`src/rtl/ahb_lite_decoder_mux_if.sv`:
```
// AHB-Lite bus bundle between the master, the decoder/mux and the four peripheral slaves.
// The slave modport is the decoder's view; the master modport drives the other side.
interface ahb_lite_decoder_mux_if;
  logic [31:0] HADDR;
  logic [1:0]  HTRANS;
  logic        HREADY;
  logic        HRESP;
  logic [31:0] HRDATA;
  logic        HSEL_S0, HSEL_S1, HSEL_S2, HSEL_S3;
  logic        HREADYOUT_S0, HREADYOUT_S1, HREADYOUT_S2, HREADYOUT_S3;
  logic [31:0] HRDATA_S0, HRDATA_S1, HRDATA_S2, HRDATA_S3;

  modport slave (
    input  HADDR, HTRANS,
    input  HREADYOUT_S0, HREADYOUT_S1, HREADYOUT_S2, HREADYOUT_S3,
    input  HRDATA_S0, HRDATA_S1, HRDATA_S2, HRDATA_S3,
    output HREADY, HRESP, HRDATA,
    output HSEL_S0, HSEL_S1, HSEL_S2, HSEL_S3
  );

  modport master (
    output HADDR, HTRANS,
    output HREADYOUT_S0, HREADYOUT_S1, HREADYOUT_S2, HREADYOUT_S3,
    output HRDATA_S0, HRDATA_S1, HRDATA_S2, HRDATA_S3,
    input  HREADY, HRESP, HRDATA,
    input  HSEL_S0, HSEL_S1, HSEL_S2, HSEL_S3
  );
endinterface

```
`src/rtl/ahb_lite_decoder_mux.sv`:
```
// AHB-Lite address decoder, HREADY/HRDATA mux and two-cycle ERROR default slave.
// Optional first-error address capture enabled by AHB_DECODER_ERR_CAPTURE_EN.
module ahb_lite_decoder_mux #(
  parameter logic [7:0] S0_BASE = 8'h00,
  parameter logic [7:0] S1_BASE = 8'h50,
  parameter logic [7:0] S2_BASE = 8'h51,
  parameter logic [7:0] S3_BASE = 8'h52
) (
  input logic                   HCLK,
  input logic                   HRESET,
  ahb_lite_decoder_mux_if.slave bus
`ifdef AHB_DECODER_ERR_CAPTURE_EN
  ,
  output logic [31:0]           ERR_ADDR,
  output logic                  ERR_VALID,
  input  logic                  ERR_CLR
`endif
);

  typedef enum logic [1:0] {StIdle, StErr1, StErr2} def_state_e;

  def_state_e  state_q, state_d;
  logic [4:0]  sel_dec;  // one-hot {DEF, S3, S2, S1, S0}
  logic [4:0]  sel_q;
  logic        hready;
  logic        hresp;
  logic [31:0] hrdata;
  logic        err_start;

  // Equal bases resolve to the lowest index via the if-chain order.
  always_comb begin
    sel_dec = 5'b0;
    if (bus.HADDR[31:24] == S0_BASE)      sel_dec[0] = 1'b1;
    else if (bus.HADDR[31:24] == S1_BASE) sel_dec[1] = 1'b1;
    else if (bus.HADDR[31:24] == S2_BASE) sel_dec[2] = 1'b1;
    else if (bus.HADDR[31:24] == S3_BASE) sel_dec[3] = 1'b1;
    else                                  sel_dec[4] = 1'b1;
  end

  assign bus.HSEL_S0 = sel_dec[0];
  assign bus.HSEL_S1 = sel_dec[1];
  assign bus.HSEL_S2 = sel_dec[2];
  assign bus.HSEL_S3 = sel_dec[3];

  assign err_start = hready & sel_dec[4] & bus.HTRANS[1];

  always_ff @(posedge HCLK) begin
    if (HRESET) begin
      sel_q   <= 5'b0;
      state_q <= StIdle;
    end else begin
      if (hready) sel_q <= sel_dec;
      state_q <= state_d;
    end
  end

  // ERR1 always advances; ERR2 can re-enter ERR1 for back-to-back unmapped transfers.
  always_comb begin
    state_d = StIdle;
    if (err_start)              state_d = StErr1;
    else if (state_q == StErr1) state_d = StErr2;
  end

  // Zero sel_q (only after reset) behaves as an idle bus: ready, OKAY, zero data.
  always_comb begin
    hready = 1'b1;
    hresp  = 1'b0;
    hrdata = 32'h0;
    case (sel_q)
      5'b00001: begin hready = bus.HREADYOUT_S0; hrdata = bus.HRDATA_S0; end
      5'b00010: begin hready = bus.HREADYOUT_S1; hrdata = bus.HRDATA_S1; end
      5'b00100: begin hready = bus.HREADYOUT_S2; hrdata = bus.HRDATA_S2; end
      5'b01000: begin hready = bus.HREADYOUT_S3; hrdata = bus.HRDATA_S3; end
      5'b10000: begin
        hready = (state_q != StErr1);
        hresp  = (state_q != StIdle);
      end
      default: ;
    endcase
  end

  assign bus.HREADY = hready;
  assign bus.HRESP  = hresp;
  assign bus.HRDATA = hrdata;

  logic unused_bits;
  assign unused_bits = ^{bus.HADDR[23:0], bus.HTRANS[0]};

`ifdef AHB_DECODER_ERR_CAPTURE_EN
  // A new capture takes priority over a coincident clear.
  always_ff @(posedge HCLK) begin
    if (HRESET) begin
      ERR_ADDR  <= 32'h0;
      ERR_VALID <= 1'b0;
    end else if (err_start && !ERR_VALID) begin
      ERR_ADDR  <= bus.HADDR;
      ERR_VALID <= 1'b1;
    end else if (ERR_CLR) begin
      ERR_VALID <= 1'b0;
    end
  end
`endif

endmodule

```
`src/flat_wrapper.sv`:
```
// flat-port wrapper written by rule: the top's interface ports become plain ports
module ahb_lite_decoder_mux_flat 
#(
  parameter logic [7:0] S0_BASE = 8'h00,
  parameter logic [7:0] S1_BASE = 8'h50,
  parameter logic [7:0] S2_BASE = 8'h51,
  parameter logic [7:0] S3_BASE = 8'h52
)
  (HCLK, HRESET, bus_HADDR, bus_HTRANS, bus_HREADYOUT_S0, bus_HREADYOUT_S1, bus_HREADYOUT_S2, bus_HREADYOUT_S3, bus_HRDATA_S0, bus_HRDATA_S1, bus_HRDATA_S2, bus_HRDATA_S3, bus_HREADY, bus_HRESP, bus_HRDATA, bus_HSEL_S0, bus_HSEL_S1, bus_HSEL_S2, bus_HSEL_S3);
  ahb_lite_decoder_mux_if bus_i ();
  input logic HCLK;
  input logic HRESET;
  input wire logic [$bits(bus_i.HADDR)-1:0] bus_HADDR;
  input wire logic [$bits(bus_i.HTRANS)-1:0] bus_HTRANS;
  input wire logic [$bits(bus_i.HREADYOUT_S0)-1:0] bus_HREADYOUT_S0;
  input wire logic [$bits(bus_i.HREADYOUT_S1)-1:0] bus_HREADYOUT_S1;
  input wire logic [$bits(bus_i.HREADYOUT_S2)-1:0] bus_HREADYOUT_S2;
  input wire logic [$bits(bus_i.HREADYOUT_S3)-1:0] bus_HREADYOUT_S3;
  input wire logic [$bits(bus_i.HRDATA_S0)-1:0] bus_HRDATA_S0;
  input wire logic [$bits(bus_i.HRDATA_S1)-1:0] bus_HRDATA_S1;
  input wire logic [$bits(bus_i.HRDATA_S2)-1:0] bus_HRDATA_S2;
  input wire logic [$bits(bus_i.HRDATA_S3)-1:0] bus_HRDATA_S3;
  output wire logic [$bits(bus_i.HREADY)-1:0] bus_HREADY;
  output wire logic [$bits(bus_i.HRESP)-1:0] bus_HRESP;
  output wire logic [$bits(bus_i.HRDATA)-1:0] bus_HRDATA;
  output wire logic [$bits(bus_i.HSEL_S0)-1:0] bus_HSEL_S0;
  output wire logic [$bits(bus_i.HSEL_S1)-1:0] bus_HSEL_S1;
  output wire logic [$bits(bus_i.HSEL_S2)-1:0] bus_HSEL_S2;
  output wire logic [$bits(bus_i.HSEL_S3)-1:0] bus_HSEL_S3;
  assign bus_i.HADDR = bus_HADDR;
  assign bus_i.HTRANS = bus_HTRANS;
  assign bus_i.HREADYOUT_S0 = bus_HREADYOUT_S0;
  assign bus_i.HREADYOUT_S1 = bus_HREADYOUT_S1;
  assign bus_i.HREADYOUT_S2 = bus_HREADYOUT_S2;
  assign bus_i.HREADYOUT_S3 = bus_HREADYOUT_S3;
  assign bus_i.HRDATA_S0 = bus_HRDATA_S0;
  assign bus_i.HRDATA_S1 = bus_HRDATA_S1;
  assign bus_i.HRDATA_S2 = bus_HRDATA_S2;
  assign bus_i.HRDATA_S3 = bus_HRDATA_S3;
  assign bus_HREADY = bus_i.HREADY;
  assign bus_HRESP = bus_i.HRESP;
  assign bus_HRDATA = bus_i.HRDATA;
  assign bus_HSEL_S0 = bus_i.HSEL_S0;
  assign bus_HSEL_S1 = bus_i.HSEL_S1;
  assign bus_HSEL_S2 = bus_i.HSEL_S2;
  assign bus_HSEL_S3 = bus_i.HSEL_S3;
  ahb_lite_decoder_mux #(.S0_BASE(S0_BASE), .S1_BASE(S1_BASE), .S2_BASE(S2_BASE), .S3_BASE(S3_BASE)) u_core (.HCLK(HCLK), .HRESET(HRESET), .bus(bus_i));
endmodule
```
`config.mk`:
```
export PLATFORM = sky130hd
export DESIGN_NAME = ahb_lite_decoder_mux_flat
export DESIGN_NICKNAME = d
export VERILOG_FILES = /design/src/rtl/ahb_lite_decoder_mux_if.sv /design/src/rtl/ahb_lite_decoder_mux.sv /design/src/flat_wrapper.sv
export SDC_FILE = /design/constraint.sdc
export NUM_CORES = 1
export LEC_CHECK = 0
export BUFFER_PORTS_ARGS = -buffer_cell sky130_fd_sc_hd__buf_2
export CAP_MARGIN = 20
export CORE_AREA = 3 3 79 81
export DETAILED_ROUTE_END_ITERATION = 12
export DIE_AREA = 0 0 82 84
export PLACE_DENSITY_LB_ADDON = 0.15
export SLEW_MARGIN = 5
export SYNTH_ARGS = -nofsm -noshare
export SYNTH_HDL_FRONTEND = slang
export SYNTH_SLANG_ARGS = --single-unit
export TNS_END_PERCENT = 100
```
`constraint.sdc`:
```
create_clock -name HCLK -period 2.5 [get_ports HCLK]
set_input_delay 0.125 -clock HCLK [delete_from_list [all_inputs] [get_ports HCLK]]
set_output_delay 0.125 -clock HCLK [all_outputs]
set_load 0.05 [all_outputs]
```
Word-level counts from Yosys, hierarchy flattened
Index checks and enable logic that the tools add are counted.
- word-level logic and storage cells: 31
- output and inout port bits: 38
- bits in registers: 7
- multiplexer cells: 13
- bitwise operators: 2
- reductions and logical operators: 3
- equal/unequal tests: 10
- operators by type and width (cell ; count):
    $pmux 32 s4 ; 1
    $eq 8x7->1 const B ; 3
    $logic_not 8->1 ; 1
    $mux 1 ; 7
    $eq 5x1->1 const B ; 1
    $eq 5x2->1 const B ; 1
    $eq 5x3->1 const B ; 1
    $eq 5x4->1 const B ; 1
    $eq 5x5->1 const B ; 1
    $pmux 1 s5 ; 1
    $mux 2 ; 2
    $mux 4 ; 1
    $mux 3 ; 1
    $and 1x1->1 ; 2
    $eq 2x1->1 const B ; 1
    $ne 2x1->1 const B ; 1
    $reduce_bool 2->1 ; 1
    $reduce_or 2->1 ; 1

Logic depth before layout (Yosys ltp)
Gate-level depths: netlist of run 1.
- depth in word-level cells: 8
- mapped depth: 7

Worst setup path after synthesis of run 1
Ideal clock, no wire load.
- path kind: input port to flip-flop
- start: input bus_HADDR[24]
- end: register u_core.sel_q[0]
- path buffers: 0
- slack: 204 ps
- arrival time: 2233 ps
- stages: 4
- library setup time: 64 ps
- path through: nor3_1 > nand2_1 > nor4_1 > a31o_2
- longest elaborated chain between the ends: 2
- ends and longest elaborated chain (what ; RTL line ; RTL):
    start: declaration ; flat_wrapper.sv:13 ; input wire logic [$bits(bus_i.HADDR)-1:0] bus_HADDR;
    $logic_not 8->1 ; ahb_lite_decoder_mux.sv:33 ; if (bus.HADDR[31:24] == S0_BASE) sel_dec[0] = 1'b1;
    $mux 1 ; ahb_lite_decoder_mux.sv:33 ;
    net bus_HSEL_S0 ; flat_wrapper.sv:26 ; output wire logic [$bits(bus_i.HSEL_S0)-1:0] bus_HSEL_S0;
    end signal: assignment ; ahb_lite_decoder_mux.sv:52 ; if (hready) sel_q <= sel_dec;
    end: declaration ; ahb_lite_decoder_mux.sv:24 ; logic [4:0] sel_q;
The timed path passes the listed nets, and every way through them passes these cells.
A chain may end at the register's enable or synchronous reset.

Worst setup path after layout of run 1
- start: register u_core.sel_q[4]
- end: output bus_HREADY
- longest elaborated chain between the ends: 2
- elaborated cells on any way between the ends: 6
- classes of those cells: eq/ne: 5; mux: 1
- ends and longest elaborated chain (what ; RTL line ; RTL):
    $eq 5x5->1 (tied with other cells) ; ahb_lite_decoder_mux.sv:69 ; case (sel_q)
    $pmux 1 s5 * ; ahb_lite_decoder_mux.sv:69 ;
    end: declaration ; flat_wrapper.sv:23 ; output wire logic [$bits(bus_i.HREADY)-1:0] bus_HREADY;
Every way passes the cells marked *; elsewhere a longest branch is shown, timed or not.

==> results.md, run 1 <==
* Status: finished, final reports clean
* Grt total ovfl at 0
* Main synth FF type: dfxtp_1
* Largest family of logic cells by synthesized area: compound AO/OA/AOI/OAI gates
* Crit Path Max Fanout at 8
* Synth warn at 0
* DP HPWL at 5040 um
* Fin. Hold Viols at 0
* Cts bufs inserted at 3
* Vias per cell at 4.95
* Global-route total usage across every layer at 15.4%
* Post-Syn Area at around 1200 um^2
* GPL Wtd Cong at about 0.76
* Fin util at between 40 and 50%
* Crit path DAT at 2.21 ns
* Iteration-0 DRC Markers at 78
* # rows at 27
* Final setup violation count at 0
* Worst Hold Slack at 0.119 ns
* Die width at 82 um
* Antenna viol nets, final at 0
* Initial antenna violation count at 1
* Slew @ Worst Pin at 0.411 ns
* Clk_skew at approximately 0.0009 ns
* Worst setup EP type: output pin
* Distinct cells, synth at 35
* Clk_lat worst skew at 0.22 ns
* Max-slew violations at 0
* N_diodes at 0
* Maximum VDD drop at about 210 uV
* Area leader, netlist: a22oi_1
* Clock root cell: clkbuf_8
* Layout cells sized above 1 at 57.8%
* Sequential element share of the synthesized area at 11.9%
* Fin nets at 513
* Max_cap viols at 0
* Die area at slightly below 7000 um^2
* IO Count at a little over 200
* Register bit total from synthesis at 7
* Syn nets at 338
* Most common cell in the netlist: a22oi_1
* IO buf count at 180
* H-tree Lvls at 1
* Area share of the largest cell type after synthesis at 40.9%
* Routed len/inst at 14.9 um
* Min Tclk post-route at 2.34 ns
* Post-CTS sizing at 0
* Synth Area in XOR/XNOR at 0.746%
* Hold_buf cts at 0
* Vias post-DR at 2061
* Fmax at 0.427 GHz
* RSZ-0062 raised after global routing: no
* DRC Markers at 0
* Period utilisation layout at 93.6%
* Post-Synth Adder-Cell Area at 0%
* Setup_tns at 0 ns
* CTS tree: done
* Crit path launch: u_core.sel_q[4]$_SDFFE_PP0P_
* Largest net degree at the start of global routing at 33
* Post-CTS Setup Bufs at 0
* Layout area overhead at 90.5%
* Initial Utilization at 21.2%
* Reg2reg start: u_core.sel_q[4]$_SDFFE_PP0P_
* Core box area at 5540 um^2
* HP Class: in -> reg
* Slew HR at 72.3%
* Detailed-route wire length at 6210 um
* Syn avg cell area at 6.90 um^2
* Fill cells at approximately 600
* DRT Pass-1 Iters at 4
* Leakage at 1.28 nW
* Pwr Density at 216 nW/um^2
* Top cells by count, synth: 64 x a22oi_1, 35 x nand2_1, 14 x clkbuf_1
* First-pass GRT wire length at around 8500 um
* Area fraction in compound gates after synthesis at just over 50%
* CTS Sinks at 7
* Top post-synthesis cells by area: a22oi_1 41%, dfxtp_1 12%, nand2_1 11%, clkbuf_1 4.5%, a31o_2 3.0%
* Mux contribution to synthesized area at 0%
* Simple-gate area share of the yosys netlist at 29.2%
* Clk slew on worst S/H paths at 0.04 ns
* Die Ht at ~84 um
* Clock buffer depth at 2
* Async S/R FF share, synth at 0%
* Hold Crit Start: bus_HTRANS[1]
* Vias in the first global route at around 1800
* Synth Instances at 170
* Critical Path RT at 2.38 ns
* Critical path type: reg -> out
* Number of synthesized flops with an enable pin at 0
* CP Launch Type: flop
cells by family (layout without fill, tap and decap cells):
kind of cell / Yosys count / after routing
flops: 7 / 7
simple gates: 65 / 65
xor+xnor: 1 / 1
buf+inv: 19 / 193
compound gates: 78 / 78
power by group:
group / internal, mW / switching [mW] / leakage, nW
logic: 0.108 / 0.0953 / 1.20
registers: 0.117 / 0.00716 / 0.0570
clock network: 0.110 / 0.0452 / 0.0228
total: 0.336 / 0.148 / 1.28
final timing paths:
| check | end | slack [ns] | depth (start not counted) |
|---|---|---|---|
| worst max-delay path | bus_HREADY | 0.16 | 5 |
| worst min-delay path | u_core.state_q[1]$_SDFF_PP0_ | 0.12 | 2 |
| worst max register to register | u_core.sel_q[2]$_SDFFE_PP0P_ | 0.44 | 5 |
| worst min register to register | u_core.state_q[1]$_SDFF_PP0_ | 0.50 | 2 |
area by class of cell:
type / instances / area [um^2] / area share (%)
tap: 72 / 90.1 / 4.03
inverter: 3 / 11.3 / 0.504
multi-input combinational: 144 / 978 / 43.8
timing repair buffer: 186 / 971 / 43.4
sequential: 7 / 140 / 6.27
clock buffer: 4 / 45.0 / 2.01
layer usage:
layer / global-route usage [%] / routed length [um] / up-vias
li1: - / - / 1032
met1: 16.8 / 2300 / 914
met2: 28.3 / 3130 / 102
met3: 4.21 / 677 / 11
met4: 4.38 / 95 / 2
met5: 0 / 13 / -
placed cells by master, fill, tap and decap left out, types with 2 or more instances in the layout:
master,instances
a22oi_1,64
buf_2,180
buf_12,2
nor4_1,3
buf_4,4
o211ai_1,2
a31o_2,4
clkbuf_8,3
nor2_1,6
dfxtp_1,7
and3_1,3
nor4b_1,4
nand2_1,35
inv_1,3
nand3b_1,2
critical path, stage by stage (launching register included):
cell      delay [ns]
dfxtp_1         0.38
or3_4           0.45
nor3b_4         0.34
a2111o_1        0.21
or2_1           0.27
buf_2           0.33
registers in the layout (all words and copies together), names as in the netlist:
signal,count
u_core.sel_q,5
u_core.state_q,2
metrics by stage:
| stage | worst slack [ns] | total power, mW | instance area [um^2] | instances |
|---|---|---|---|---|
| floorplan | 0.204 | 0.198 | 1170 | 170 |
| global placement | 0.403 | 0.327 | 2190 | 412 |
| detailed placement | 0.398 | 0.330 | 2190 | 412 |
| CTS | 0.149 | 0.490 | 2240 | 416 |
| global route | 0.0240 | 0.517 | 2240 | 416 |
| finish | 0.160 | 0.483 | 2240 | 416 |
Note: power is estimated with default switching activity, not from simulation.
==> inputs of run 2 (changes only) <==
==> constraint.sdc (replaced) <==
create_clock -name HCLK -period 2.4 [get_ports HCLK]
set_input_delay 0.12 -clock HCLK [delete_from_list [all_inputs] [get_ports HCLK]]
set_output_delay 0.12 -clock HCLK [all_outputs]
set_load 0.05 [all_outputs]
==> run 2 against run 1 <==
  * Clock skew about the same
  * Via count is 1.4% higher
  * Worst setup slack improved by 0.035 ns
  * Sequential share of layout area about the same
  * Critical path depth increased by 1
  * Core utilization hardly changed
  * Highest routed layer unchanged
==> results.md, run 2 (same netlist as run 1, synthesis figures left out) <==
* Layout area overhead at 90.7% (was 90.5%)
* Post-DP Area at 2190 um^2 (unchanged)
* Final setup violation count at 0 (unchanged)
* Post-CTS sizing at 0 (unchanged)
* Final setup margin at 0.196 ns (was 0.160 ns)
* Max-slew violations at 0 (unchanged)
* WL met1 at 2190 um (was 2300 um)
* Core box area at 5540 um^2 (unchanged)
* Routed len/inst at 14.8 um (was 14.9 um)
* Antenna viol nets, final at 0 (unchanged)
* R2R setup slack at 0.45 ns (was 0.44 ns)
* H-tree Lvls at 1 (unchanged)
* GPL Wtd Cong at 0.748 (was 0.757)
* Period utilisation layout at between 90% and 100%
* Post-CTS Setup Bufs at 0 (unchanged)
* DR WL met2 at 3150 um (was 3130 um)
* Clock buffer depth at 2 (unchanged)
* DRC Markers at 0 (unchanged)
* Iteration-0 DRC Markers at 81 (was 78)
* CTS tree: done (unchanged)
* Die Ht at 84 um (unchanged)
* Clk slew on worst S/H paths at 0.04 ns (about the same)
* HP Class: in -> reg (unchanged)
* Met3 wire length at 693 um (was 677 um)
* Initial antenna violation count at 1 (unchanged)
* N_diodes at 0 (unchanged)
* # rows at 27 (unchanged)
* Clk_skew at 0.000685 ns (was 0.000919 ns)
* Vias per cell at 5.02 (was 4.95)
* Hold_buf cts at 0 (unchanged)
* Largest register FFs at 5 (unchanged)
* DP HPWL at 4980 um (was 5040 um)
* Slew HR at 73.5% (was 72.3%)
* Register with the most flip-flops: u_core.sel_q (unchanged)
* Die width at 82 um (unchanged)
* Largest registers: u_core.sel_q (5), u_core.state_q (2) (unchanged)
* Vias post-DR at 2089 (was 2061)
* Die area at 6890 um^2 (unchanged)
* Worst Hold Slack at 0.119 ns (about the same)
* Clk_lat worst skew at 0.22 ns (about the same)
* IO Count at 206 (unchanged)
* Clock root cell: clkbuf_8 (unchanged)
* Critical path type: reg -> out (unchanged)
* Post-route cell area at 2240 um^2 (about the same)
* Global-route total usage across every layer at 15.6% (was 15.4%)
* Max Used Layer: met5 (unchanged)
* First-pass GRT wire length at 8720 um (was 8520 um)
* Fin nets at 513 (unchanged)
* Setup_tns at 0 ns (unchanged)
* Leakage at 1.28 nW (about the same)
* Cts bufs inserted at 3 (unchanged)
* Crit Path Max Fanout at 28 (was 8)
* Status: finished, final reports clean (unchanged)
* Most frequent cells in the layout: 180 x buf_2, 64 x a22oi_1, 35 x nand2_1, 7 x dfxtp_1, 6 x nor2_1 (unchanged)
* Most common cell after layout, fill and taps aside: buf_2 (unchanged)
* DRT Pass-1 Iters at 5 (was 4)
* Max_cap viols at 0 (unchanged)
* Min Tclk post-route at 2.20 ns
* Pwr Density at 224 nW/um^2 (was 216 nW/um^2)
* Worst setup EP type: output pin (unchanged)
* Initial Utilization at 21.2% (unchanged)
* Fin. Hold Viols at 0 (unchanged)
* Largest net degree at the start of global routing at 33 (unchanged)
* Detailed-route wire length at 6160 um (was 6210 um)
* Maximum VDD drop at 199 uV (was 205 uV)
* Grt total ovfl at 0 (unchanged)
* Vias in the first global route at 1870 (was 1787)
* RSZ-0062 raised after global routing: no (unchanged)
* CP Launch Type: flop (unchanged)
* Crit path DAT at 2.08 ns (was 2.21 ns)
* IO buf count at 180 (unchanged)
* Slew @ Worst Pin at 0.397 ns (was 0.411 ns)
* CTS Sinks at 7 (unchanged)
* Dpl ws at 0.365 ns (was 0.398 ns)
* Fmax at around 0.45 GHz
* Layout cells sized above 1 at 58.1% (was 57.8%)
* Critical Path RT at 2.28 ns (was 2.38 ns)
[run 2: cell type report]
cell class | instances | area (um^2)
fill | 594 | 3300
multi-input combinational | 144 | 981
timing repair buffer | 186 | 971
sequential | 7 | 140
tap | 72 | 90.1
clock buffer | 4 | 45.0
inverter | 3 | 11.3
[run 2: path summary, 6_finish.rpt]
| kind | startpoint | end | cells after the start |
|---|---|---|---|
| worst max-delay path | u_core.sel_q[4]$_SDFFE_PP0P_ | bus_HRDATA[0] | 6 |
| worst min-delay path | bus_HTRANS[1] | u_core.state_q[1]$_SDFF_PP0_ | 2 |
| worst max register to register | u_core.sel_q[4]$_SDFFE_PP0P_ | u_core.sel_q[2]$_SDFFE_PP0P_ | 5 |
| worst min register to register | u_core.state_q[0]$_SDFF_PP0_ | u_core.state_q[1]$_SDFF_PP0_ | 2 |
[run 2: per-layer routing]
layer | global-route usage (%) | vias up
li1 | - | 1028
met1 | 18.3 | 936
met2 | 27.0 | 111
met3 | 3.78 | 12
met4 | 5.44 | 2
met5 | 0 | -
[run 2: report_power, final]
part	internal [mW]	total, mW	switching [mW]
sequential	0.122	0.130	0.00762
combinational	0.112	0.211	0.0985
clock	0.114	0.160	0.0456
[run 2: critical path, cell delays in order (launching register included)]
cell,delay [ns]
dfxtp_1,0.38
or3_4,0.45
nor3_4,0.33
buf_12,0.23
a22oi_1,0.10
nand2_1,0.09
buf_2,0.26
[run 2: per-stage QoR]
stage | std cells | power (mW) | utilization [%]
global placement | 412 | 0.336 | 39.5
CTS | 416 | 0.504 | 40.4
detailed placement | 412 | 0.339 | 39.5
global route | 416 | 0.536 | 40.4
finish | 416 | 0.501 | 40.4
floorplan | 170 | 0.206 | -
==> inputs of run 3 (changes only) <==
--- a/config.mk
+++ b/config.mk
@@ -10,7 +10,7 @@
 export CORE_AREA = 3 3 79 81
 export DETAILED_ROUTE_END_ITERATION = 12
 export DIE_AREA = 0 0 82 84
-export PLACE_DENSITY_LB_ADDON = 0.15
+export PLACE_DENSITY_LB_ADDON = 0.08
 export SLEW_MARGIN = 5
 export SYNTH_ARGS = -nofsm -noshare
 export SYNTH_HDL_FRONTEND = slang
==> run 3 against run 2 <==
  * First-iteration DRC count fell by 22%
  * Global-route usage rose by 0.53 points
  * Core utilization rose by 0.090 points
  * Critical endpoint is now bus_HREADY
==> results.md, run 3 (same netlist as run 1, synthesis figures left out) <==
* Clock buffer depth at 2 (unchanged)
* GPL Wtd Cong at 0.766 (was 0.748)
* CTS Sinks at 7 (unchanged)
* Vias in the first global route at 1863 (was 1870)
* Max-slew violations at 0 (unchanged)
* Clk_skew at 0.000332 ns (was 0.000685 ns)
* Status: finished, final reports clean (unchanged)
* DRC Markers at 0 (unchanged)
* HP Class: in -> reg (unchanged)
* DP HPWL at 5090 um (was 4980 um)
* Slew @ Worst Pin at 0.416 ns (was 0.397 ns)
* Pwr Density at 224 nW/um^2 (about the same)
* IO buf count at 180 (unchanged)
* Fin nets at 515 (was 513)
* Initial Utilization at 21.2% (unchanged)
* Layout area overhead at 91.2% (was 90.7%)
* IO Count at 206 (unchanged)
* Die area at 6890 um^2 (unchanged)
* Post-route cell area at 2240 um^2 (about the same)
* DRT Pass-1 Iters at 4 (was 5)
* Layout cells sized above 1 at 58.4% (was 58.1%)
* Maximum VDD drop at 135 uV (was 199 uV)
* CP Cell Sequence: or3_4 > nor3b_4 > buf_4 > a211oi_2 > or2_4 > buf_2 (was or3_4 > nor3_4 > buf_12 > a22oi_1 > nand2_1 > buf_2)
* Post-DP Area at 2190 um^2 (about the same)
* Detailed-route wire length at 6160 um (about the same)
* Largest net degree at the start of global routing at 33 (unchanged)
* Crit path DAT at 2.08 ns (about the same)
* Leakage at 1.29 nW (was 1.28 nW)
* Final setup margin at 0.201 ns (was 0.196 ns)
* Critical path type: reg -> out (unchanged)
* Largest registers: u_core.sel_q (5), u_core.state_q (2) (unchanged)
* Clk slew on worst S/H paths at 0.04 ns (about the same)
* Largest register FFs at 5 (unchanged)
* Min Tclk post-route at 2.20 ns (about the same)
* Worst setup EP type: output pin (unchanged)
* Multi-input logic area at 981 um^2 (unchanged)
* RSZ-0062 raised after global routing: no (unchanged)
* Slowest-stage cell, CP: dfxtp_1 (was or3_4)
* Antenna viol nets, final at 0 (unchanged)
* Routed len/inst at 14.7 um (was 14.8 um)
* Cts bufs inserted at 3 (unchanged)
* Global-route total usage across every layer at 16.1% (was 15.6%)
* Slew HR at 72.0% (was 73.5%)
* # rows at 27 (unchanged)
* Most common cell after layout, fill and taps aside: buf_2 (unchanged)
* Register with the most flip-flops: u_core.sel_q (unchanged)
* Clock root cell: clkbuf_8 (unchanged)
* First-pass GRT wire length at 8830 um (was 8720 um)
* CP Launch Type: flop (unchanged)
* Final setup violation count at 0 (unchanged)
* Clk_lat worst skew at 0.22 ns (about the same)
* Dpl ws at 0.324 ns (was 0.365 ns)
* Fmax at 0.455 GHz (was 0.454 GHz)
* Fill cells at 608 (was 594)
* Post-CTS sizing at 0 (unchanged)
* Post-CTS Setup Bufs at 0 (unchanged)
* Sequential Area at 140 um^2 (unchanged)
* Core box area at 5540 um^2 (unchanged)
* Worst Hold Slack at 0.112 ns (was 0.119 ns)
* Setup_tns at 0 ns (unchanged)
* Critical Path RT at 2.28 ns (about the same)
* Most frequent cells in the layout: 180 x buf_2, 64 x a22oi_1, 35 x nand2_1, 7 x buf_4, 7 x dfxtp_1 (was 180 x buf_2, 64 x a22oi_1, 35 x nand2_1, 7 x dfxtp_1, 6 x nor2_1)
* Grt total ovfl at 0 (unchanged)
* Fin. Hold Viols at 0 (unchanged)
* Iteration-0 DRC Markers at 63 (was 81)
* Vias post-DR at 2047 (was 2089)
* Crit Path Max Fanout at 9 (was 28)
* Die width at 82 um (unchanged)
* Period utilisation layout at 91.6% (was 91.9%)
* Max_cap viols at 0 (unchanged)
* Hold_buf cts at 0 (unchanged)
* Initial antenna violation count at 1 (unchanged)
* Vias per cell at 4.89 (was 5.02)
* H-tree Lvls at 1 (unchanged)
* Slowest stage delay, CP at 0.49 ns (was 0.45 ns)
* Die Ht at 84 um (unchanged)
* CTS tree: done (unchanged)
run 3: changes by cell type in the layout (fill, tap and decap cells not counted):
cell / before / now
buf_4: 4 / 7
buf_12: 2 / 1
diode_2: 0 / 1
run 3: worst paths after layout:
kind | startpoint | end | slack, ns | depth (start not counted)
setup / recovery | u_core.sel_q[1]$_SDFFE_PP0P_ | bus_HREADY | 0.20 | 6
hold / removal | bus_HTRANS[1] | u_core.state_q[1]$_SDFF_PP0_ | 0.11 | 2
setup reg to reg | u_core.sel_q[1]$_SDFFE_PP0P_ | u_core.sel_q[2]$_SDFFE_PP0P_ | 0.42 | 6
hold reg to reg | u_core.state_q[0]$_SDFF_PP0_ | u_core.state_q[1]$_SDFF_PP0_ | 0.49 | 2
run 3: metrics by stage:
step                instances  utilization (%)  power, mW
floorplan                 170                -      0.206
global placement          414             39.6      0.339
detailed placement        414             39.6      0.341
CTS                       418             40.4      0.508
global route              419             40.5      0.540
finish                    419             40.5      0.504
run 3: layout make-up:
type | count | area share, %
Inverter | 3 | 0.502
Timing Repair Buffer | 188 | 43.4
Multi-Input combinational cell | 144 | 43.7
Sequential cell | 7 | 6.25
Antenna cell | 1 | 0.112
Tap cell | 72 | 4.02
Clock buffer | 4 | 2.01
run 3: worst max-delay path, delay by kind of cell, from the launching register on:
kind                   cells  cell delay, ns
buffers and inverters      2            0.45
DFF                        1            0.49
and+or+nand+nor            3            0.53
AOI/OAI and AO/OA          1            0.39
run 3: routing by layer:
metal	routed length [um]	GRT usage [%]
met5	0	0
met3	608	2.59
met2	3070	29.3
met1	2370	18.8
met4	119	4.68
run 3: power breakdown:
group,internal (mW),switching [mW]
Clock,0.115,0.0468
Sequential,0.122,0.00263
Combinational,0.115,0.102
Total,0.352,0.151
